===== config.mk =====
export PLATFORM = sky130hd
export DESIGN_NAME = led_sequencer
export DESIGN_NICKNAME = d
export VERILOG_FILES = /design/src/rtl/led_seq_pkg.sv /design/src/rtl/led_prescaler.sv /design/src/rtl/led_sequencer.sv
export SDC_FILE = /design/constraint.sdc
export NUM_CORES = 1
export LEC_CHECK = 0
export CAP_MARGIN = 20
export CORE_UTILIZATION = 50
export DETAILED_ROUTE_END_ITERATION = 12
export GPL_TIMING_DRIVEN = 0
export PLACE_DENSITY_LB_ADDON = 0.1
export SYNTH_ARGS = -nofsm -noshare
export SYNTH_HDL_FRONTEND = slang
export SYNTH_SLANG_ARGS = --single-unit

===== constraint.sdc =====
create_clock -name clk -period 4.6 [get_ports clk]
set_clock_uncertainty 0.1 [all_clocks]
set_input_delay 1.38 -clock clk [delete_from_list [all_inputs] [get_ports clk]]
set_output_delay 1.38 -clock clk [all_outputs]
set_load 0.05 [all_outputs]

===== src/rtl/led_seq_pkg.sv =====
// Shared types and pattern decode for the LED sequencer.
package led_seq_pkg;

  typedef enum logic [1:0] {
    CHASE  = 2'd0,
    BOUNCE = 2'd1,
    COUNT  = 2'd2,
    BLINK  = 2'd3
  } mode_e;

  typedef enum logic {
    IDLE = 1'b0,
    RUN  = 1'b1
  } state_e;

  // Pattern for one step; bit 0 = D1 .. bit 3 = D4.
  function automatic logic [3:0] led_pattern(input mode_e mode, input logic [31:0] step);
    logic [31:0] p;
    logic [1:0]  idx;
    p           = step % 32'd6;
    idx         = (p < 32'd4) ? p[1:0] : 2'(32'd6 - p);
    led_pattern = 4'b0000;
    case (mode)
      CHASE:   led_pattern = 4'b0001 << step[1:0];
      BOUNCE:  led_pattern = 4'b0001 << idx;
      COUNT:   led_pattern = step[3:0];
      BLINK:   led_pattern = step[0] ? 4'b0000 : 4'b1111;
      default: led_pattern = 4'b0000;
    endcase
  endfunction

endpackage


===== src/rtl/led_prescaler.sv =====
// Step-rate prescaler: counts 0..DIV-1 while enabled, tick on the last count.
module led_prescaler #(
  parameter int DIV = 1500000
) (
  input  logic clk,
  input  logic rst,
  input  logic clr,
  input  logic en,
  output logic tick
);

  localparam int PW = $clog2(DIV);
  localparam logic [PW-1:0] LAST = PW'(DIV - 1);

  logic [PW-1:0] pcnt;

  // Tick only when counting, so a held (paused) count never advances a step.
  assign tick = en && (pcnt == LAST);

  // Counter: clear wins over enable, wraps on tick.
  always_ff @(posedge clk) begin
    if (rst || clr) begin
      pcnt <= '0;
    end else if (en) begin
      pcnt <= tick ? '0 : pcnt + 1'b1;
    end
  end

endmodule


===== src/rtl/led_sequencer.sv =====
// Timed LED pattern sequencer for D1..D4 with D5 as ready indicator.
// Optional macro LED_SEQ_PAUSE_EN adds a pause input that freezes a run.
module led_sequencer
  import led_seq_pkg::*;
#(
  parameter int DIV     = 1500000,
  parameter int N_STEPS = 16
) (
  input  logic       clk,
  input  logic       rst,
  input  logic       start,
  input  logic [1:0] mode,
`ifdef LED_SEQ_PAUSE_EN
  input  logic       pause,
`endif
  output logic       busy,
  output logic       done,
  output logic       D1,
  output logic       D2,
  output logic       D3,
  output logic       D4,
  output logic       D5
);

  localparam int SW = (N_STEPS > 1) ? $clog2(N_STEPS) : 1;
  localparam logic [SW-1:0] LAST_STEP = SW'(N_STEPS - 1);

  state_e        state;
  mode_e         mode_q;
  logic [SW-1:0] step;
  logic [3:0]    leds;
  logic          busy_q;
  logic          done_q;
  logic          run_en;
  logic          presc_clr;
  logic          tick;

`ifdef LED_SEQ_PAUSE_EN
  assign run_en = (state == RUN) && !pause;
`else
  assign run_en = (state == RUN);
`endif

  // Holding the prescaler clear while idle also clears it at the accepting edge.
  assign presc_clr = (state == IDLE);

  led_prescaler #(.DIV(DIV)) u_prescaler (
    .clk  (clk),
    .rst  (rst),
    .clr  (presc_clr),
    .en   (run_en),
    .tick (tick)
  );

  // Sequencer FSM; LED outputs are loaded with the pattern of the next step.
  always_ff @(posedge clk) begin
    if (rst) begin
      state  <= IDLE;
      mode_q <= CHASE;
      step   <= '0;
      leds   <= 4'b0000;
      busy_q <= 1'b0;
      done_q <= 1'b0;
    end else begin
      done_q <= 1'b0;
      case (state)
        IDLE: begin
          if (start) begin
            state  <= RUN;
            mode_q <= mode_e'(mode);
            step   <= '0;
            leds   <= led_pattern(mode_e'(mode), 32'd0);
            busy_q <= 1'b1;
          end
        end
        RUN: begin
          if (tick) begin
            if (step == LAST_STEP) begin
              state  <= IDLE;
              step   <= '0;
              leds   <= 4'b0000;
              busy_q <= 1'b0;
              done_q <= 1'b1;
            end else begin
              step <= step + 1'b1;
              leds <= led_pattern(mode_q, 32'(step) + 32'd1);
            end
          end
        end
        default: state <= IDLE;
      endcase
    end
  end

  assign busy = busy_q;
  assign done = done_q;
  assign D1   = leds[0];
  assign D2   = leds[1];
  assign D3   = leds[2];
  assign D4   = leds[3];
  assign D5   = ~busy_q;

endmodule


==> results.cfg, run 1 <==
[critical_path]
cp-startpoint = step[0]$_SDFFE_PP0P_
rrSetupSlack_ns = 0.72
required_ns = 4.71
slowest_stage = dfxtp_1
r2r_end = leds[1]$_SDFFE_PP0P_
crit_top_cell = ha_1
cp-end-kind = flip-flop
crit_path_cell_trace = clkbuf_1 > nand3_1 > xnor2_1 > ha_1 > nor2b_1 > o21ai_0 > a31oi_1 > inv_1 > ha_1 > o31ai_4 > or3b_1 > o2111a_1 > o21a_1
startpoint_type = flip-flop
worst-path-buf-inv = 2
cp_top_family = compound AO/OA/AOI/OAI gates
crit_type = flip-flop to flip-flop
cp_max_fo = 10
r2r-start = step[0]$_SDFFE_PP0P_
r2r_cells = 13
worstSetupPathDepth = 13
arrival_ns = 3.99
slowest_delay_ns = 0.46
crit_end = leds[1]$_SDFFE_PP0P_

[yosys]
avgSynthCellArea_sq_um = 8.22
ys_types = 56
syn_nets = 258
ys_ff_latch = 34
synthArstFlopShare = 0
ys.flop_type = dfxtp_1
yosysSeqAreaShare = 0.334
syn_area_sq_mm = 0.00204
yosys.area.top_type = dfxtp_1
synth_commonest_cells = nor2_1 (39), dfxtp_1 (34), nand2_1 (19), xor2_1 (14)
yosys.cell_count.top_type = nor2_1
ys_warn_count = 0
synth_edf_count = 0
netlist.area_leader.share = 0.334
synthTopCellsByArea = dfxtp_1 (33%), nor2_1 (7.2%), xor2_1 (6.0%), nand2_1 (3.5%), nand3_1 (3.2%)
netlist_instances = 248

[finish]
fin_area_sq_mm = 0.00229
area_growth_pct = 12.5
fill_cells = 362
regArea_sq_um = 681
multi_input_area_sq_mm = 0.00122
antenna_cells = 0
drive_gt1_frac = 0.109
nets = 275

[worst_hold_path]
min_path_type = flip-flop to flip-flop

[floorplanning]
start_util = 0.537
die_w_microns = 65.9
die_h_microns = 65.9
io_pins = 12
fp.dieArea_sq_mm = 0.00434
coreArea_sq_mm = 0.00380
rows = 22

[cts]
ctsHoldBuffers = 0
cts.htree.levels = 2
cts_max_path_buffers = 2
cts_setup_buffers = 0
cts_made_buffers = 5
clk_pin_slew_worst_paths_ns = 0.08
cts_tree = done
cts_root_buffer = clkbuf_8
clk_latency_ns = 0.30
cts.sinks = 34
cts_resized = 0

[placement]
globalplace.congestion = 0.880
placed_cell_area_sq_mm = 0.00220
hpwl_microns = 3190
port_buffers = 10

[outcome]
status = completed

[sta]
setup_tns_ns = 0
slew-limit-headroom = 0.664
hold-worst-slack_ns = 0.367
clock.fmax_ghz = 0.258
setup_violations = 0
timing.final.crit_share = 0.844
report.final.hold_viol_count = 0
min_period_ns = 3.88
worst_slew_pin_slew_ns = 0.504
slew_violations = 0
rsz0062_at_grt = no

[flow_run]
drv_cap = 0

[pwr]
power_density_mw_per_mm2 = 281
leakage_nw = 0.840
irDropWorstVdd_mv = 0.218

[routing]
first_pass_iters = 4
drc = 0
viasPerCell = 5.65
wl_per_cell_microns = 14.2
drt_iter0_markers = 89
vias = 1774
wl_microns = 4460
detail-route-antenna-nets = 0

[global_route]
antenna_found_initial = 0
grt_pass1_vias = 1667
grt_max_degree = 12
grt_overflow = 0
grt_pass1_wl_microns = 7640
track_usage = 0.237
==> report_power, final <==
| part | leakage, nW | internal [W] | switching (W) |
|---|---|---|---|
| logic | 0.517 | 0.0000369 | 0.0000598 |
| clock network | 0.0472 | 0.000120 | 0.000119 |
| registers | 0.276 | 0.000302 | 0.00000711 |
| total | 0.840 | 0.000459 | 0.000186 |
==> final cells by class <==
type / instances / area share
multi-input cells: 189 / 0.533
clock buffers: 6 / 0.0360
inverters: 13 / 0.0213
clock inverters: 2 / 0.00545
flip-flops and latches: 34 / 0.297
plain buffers: 12 / 0.0376
well taps: 48 / 0.0262
repair buffers: 10 / 0.0436
==> state kept, by name, summed over array words and instances (netlist names) <==
signal,count
leds,4
step,4
busy,1
u_prescaler.pcnt,21
done,1
run_en,1
mode_q,2
==> worst reg2reg max path, cell delays in order (launching register included) <==
cell and delay [ns]:
dfxtp_1 0.46, clkbuf_1 0.44, nand3_1 0.16, xnor2_1 0.27, ha_1 0.30, nor2b_1 0.12, o21ai_0 0.08, a31oi_1 0.33
inv_1 0.14, ha_1 0.34, o31ai_4 0.27, or3b_1 0.37, o2111a_1 0.20, o21a_1 0.20
==> logic make-up after synthesis <==
kind of cell               Yosys count  share of synthesized area
muxes                                3                     0.0147
adders and majority gates            5                     0.0307
and+or+nand+nor                    111                      0.289
AOI/OAI and AO/OA                   49                      0.175
xor gates and xnor gates            21                     0.0902
buffers and inverters               25                     0.0663
DFF                                 34                      0.334
==> through the flow <==
step / util / power, W / setup slack (ns) / instances
global route: 0.604 / 0.000674 / 0.405 / 314
detailed placement: 0.579 / 0.000412 / 0.755 / 306
CTS: 0.604 / 0.000650 / 0.742 / 314
global placement: 0.579 / 0.000411 / 0.800 / 306
finish: 0.604 / 0.000645 / 0.719 / 314
floorplan: - / 0.000384 / 1.29 / 248
==> layout by cell type (no fill, tap or decap), types with 3 or more instances in the layout <==
master	count
nor2_1	39
dfxtp_1	34
nand2_1	19
xor2_1	14
nand3_1	13
inv_1	13
clkdlybuf4s50_1	10
a21oi_1	9
o21ai_0	8
xnor2_1	7
clkbuf_8	7
nand4_1	6
o22ai_1	5
ha_1	5
buf_2	4
nor2b_1	4
a211oi_1	4
nor3_1	4
nand2b_1	3
a31oi_1	3
and3_1	3
a311oi_1	3
mux2i_1	3
==> metal layers <==
metal	routed length (microns)	GRT usage
met5	0	0
met2	2140	0.398
met4	80	0.0924
met1	2070	0.284
met3	164	0.0621
==> worst min-delay path by stage <==
stage                                       endpoint                             start  depth (start not counted)  slack, ns
floorplan           u_prescaler.pcnt[0]$_SDFFE_PP0P_  u_prescaler.pcnt[0]$_SDFFE_PP0P_                          1       0.33
global placement    u_prescaler.pcnt[0]$_SDFFE_PP0P_  u_prescaler.pcnt[0]$_SDFFE_PP0P_                          1       0.35
detailed placement  u_prescaler.pcnt[0]$_SDFFE_PP0P_  u_prescaler.pcnt[0]$_SDFFE_PP0P_                          1       0.35
CTS                 u_prescaler.pcnt[0]$_SDFFE_PP0P_  u_prescaler.pcnt[0]$_SDFFE_PP0P_                          1       0.37
global route        u_prescaler.pcnt[0]$_SDFFE_PP0P_  u_prescaler.pcnt[0]$_SDFFE_PP0P_                          1       0.41
finish              u_prescaler.pcnt[0]$_SDFFE_PP0P_  u_prescaler.pcnt[0]$_SDFFE_PP0P_                          1       0.37
Power figures use the tool's default switching activity.
==> run 2, diff against run 1 <==
==> constraint.sdc (replaced) <==
create_clock -name clk -period 3.1 [get_ports clk]
set_clock_uncertainty 0.1 [all_clocks]
set_input_delay 0.93 -clock clk [delete_from_list [all_inputs] [get_ports clk]]
set_output_delay 0.93 -clock clk [all_outputs]
set_load 0.05 [all_outputs]
==> run 2 against run 1 <==
Effect of this change:
- wire length grew 2.1%
- worst setup slack lost 0.61 ns
- non-clock buffer count grew 13
- sequential power grew 48%
- highest routed layer unchanged
- critical endpoint unchanged
- cell count grew 4.1%
- utilization grew 5.1 points
==> results.cfg, run 2 (same netlist as run 1, synthesis figures left out) <==
[routing]
viasPerCell = 5.66
drc = 0
wl_per_cell_microns = 13.9
detail-route-antenna-nets = 0
vias = 1852
first_pass_iters = 4
wl_microns = 4550
drt_iter0_markers = 138

[pwr]
sw_frac_of_total = 0.256
clkPwrFrac = 0.391
switchingPower_w = 0.000260
power_frac_comb = 0.158
total_power_w = 0.00102
seqPwrFrac = 0.451
p_int_w = 0.000756
leakage_nw = 0.926
power_density_mw_per_mm2 = 408
irDropWorstVdd_mv = 0.294

[critical_path]
cp_max_fo = 5
required_ns = 3.18
startpoint_type = flip-flop
crit_type = flip-flop to flip-flop
arrival_ns = 3.06
cp-end-kind = flip-flop

[floorplanning]
die_h_microns = 65.9
die_w_microns = 65.9
fp.dieArea_sq_mm = 0.00434
rows = 22
coreArea_sq_mm = 0.00380
start_util = 0.537
io_pins = 12

[sta]
slew_violations = 0
report.final.hold_viol_count = 0
worst_slew_pin_slew_ns = 0.494
min_period_ns = 2.99
timing.final.crit_share = 0.963
setup_violations = 0
slew-limit-headroom = 0.669
clock.fmax_ghz = 0.335

[placement]
hpwl_microns = 3120
port_buffers = 10
globalplace.congestion = 0.789

[worst_hold_path]
min_path_type = flip-flop to flip-flop

[cts]
cts_max_path_buffers = 2
clk_pin_slew_worst_paths_ns = 0.07
cts_made_buffers = 5
cts_tree = done
cts.sinks = 34
cts.htree.levels = 2
clk_latency_ns = 0.29
cts_root_buffer = clkbuf_8

[finish]
area_growth_pct = 22.0
final_common_cell = nor2_1
largest-register = u_prescaler.pcnt
drive_gt1_frac = 0.183
nets = 288
largest_reg_flops = 21
postLayoutCoreUtil = 0.655
final_cell_mix = nor2_1 (39), dfxtp_1 (32), nand2_1 (19)
reg.largest.list = u_prescaler.pcnt x21, leds x4, step x4
antenna_cells = 0

[global_route]
track_usage = 0.234
grt_pass1_vias = 1749
antenna_found_initial = 0
use_met3 = 0.0483
grt_max_degree = 11
grt_overflow = 0
grt.met2_usage = 0.407
gr-usage-met1 = 0.279
grt_busiest_layer = met2
grt_pass1_wl_microns = 7780

[outcome]
status = completed

[flow_run]
drv_cap = 0
[run 2: final timing paths]
path	slack, ns	depth (start not counted)	startpoint	to
min reg2reg	0.37	1	u_prescaler.pcnt[0]$_SDFFE_PP0P_	u_prescaler.pcnt[0]$_SDFFE_PP0P_
max reg2reg	0.11	13	step[0]$_SDFFE_PP0P_	leds[1]$_SDFFE_PP0P_
max	0.11	13	step[0]$_SDFFE_PP0P_	leds[1]$_SDFFE_PP0P_
min	0.37	1	u_prescaler.pcnt[0]$_SDFFE_PP0P_	u_prescaler.pcnt[0]$_SDFFE_PP0P_
[run 2: timing repair]
action,CTS,global route
resized for setup,15,1
pin swaps,3,6
buffers inserted,9,5
endpoints found under the setup margin,4,4
hold buffers,0,0
[run 2: routing by layer]
metal	wire length [microns]	part of all wire
met5	0	0
met4	78	0.017
met3	164	0.036
met2	2260	0.50
met1	2050	0.45
[run 2: layout make-up]
type	instances	area (sq um)
tap	48	60.1
inverter	13	48.8
sequential	34	686
timing repair buffer	24	205
fill	330	1310
clock inverter	1	30.0
multi-input combinational	189	1270
clock buffer	7	76.3
buffer	11	109
[run 2: through the flow]
| stage | cell area, sq um | setup TNS (ns) | worst slack, ns | cells | hold slack, ns |
|---|---|---|---|---|---|
| 5_1_grt | 2490 | -0.00303 | -0.00303 | 327 | 0.390 |
| 2_1_floorplan | 2050 | 0 | 0.0456 | 248 | 0.330 |
| 3_5_place_dp | 2210 | -1.23 | -0.392 | 306 | 0.356 |
| 6_report | 2490 | 0 | 0.114 | 327 | 0.370 |
| 4_1_cts | 2450 | 0 | 0.0299 | 322 | 0.376 |
| 3_3_place_gp | 2210 | -1.14 | -0.380 | 306 | 0.350 |
[run 2: critical path: stages (launching register included)]
cell and delay [ns]:
dfxtp_4 0.38, clkbuf_16 0.14, nand3_2 0.09, xnor2_2 0.16
ha_1 0.29, nor2b_1 0.12, o21ai_1 0.09, a31oi_2 0.20
inv_2 0.08, ha_4 0.23, o31ai_4 0.24, or3b_1 0.38
o2111a_2 0.18, o21a_1 0.18
[run 2: power by group through the flow]
stage / clock network [W] / logic [W] / registers, W
5_1_grt: 0.000429 / 0.000172 / 0.000459
4_1_cts: 0.000405 / 0.000155 / 0.000458
6_report: 0.000397 / 0.000161 / 0.000458
3_3_place_gp: 0 / 0.000142 / 0.000469
3_5_place_dp: 0 / 0.000142 / 0.000469
2_1_floorplan: 0 / 0.0000838 / 0.000488
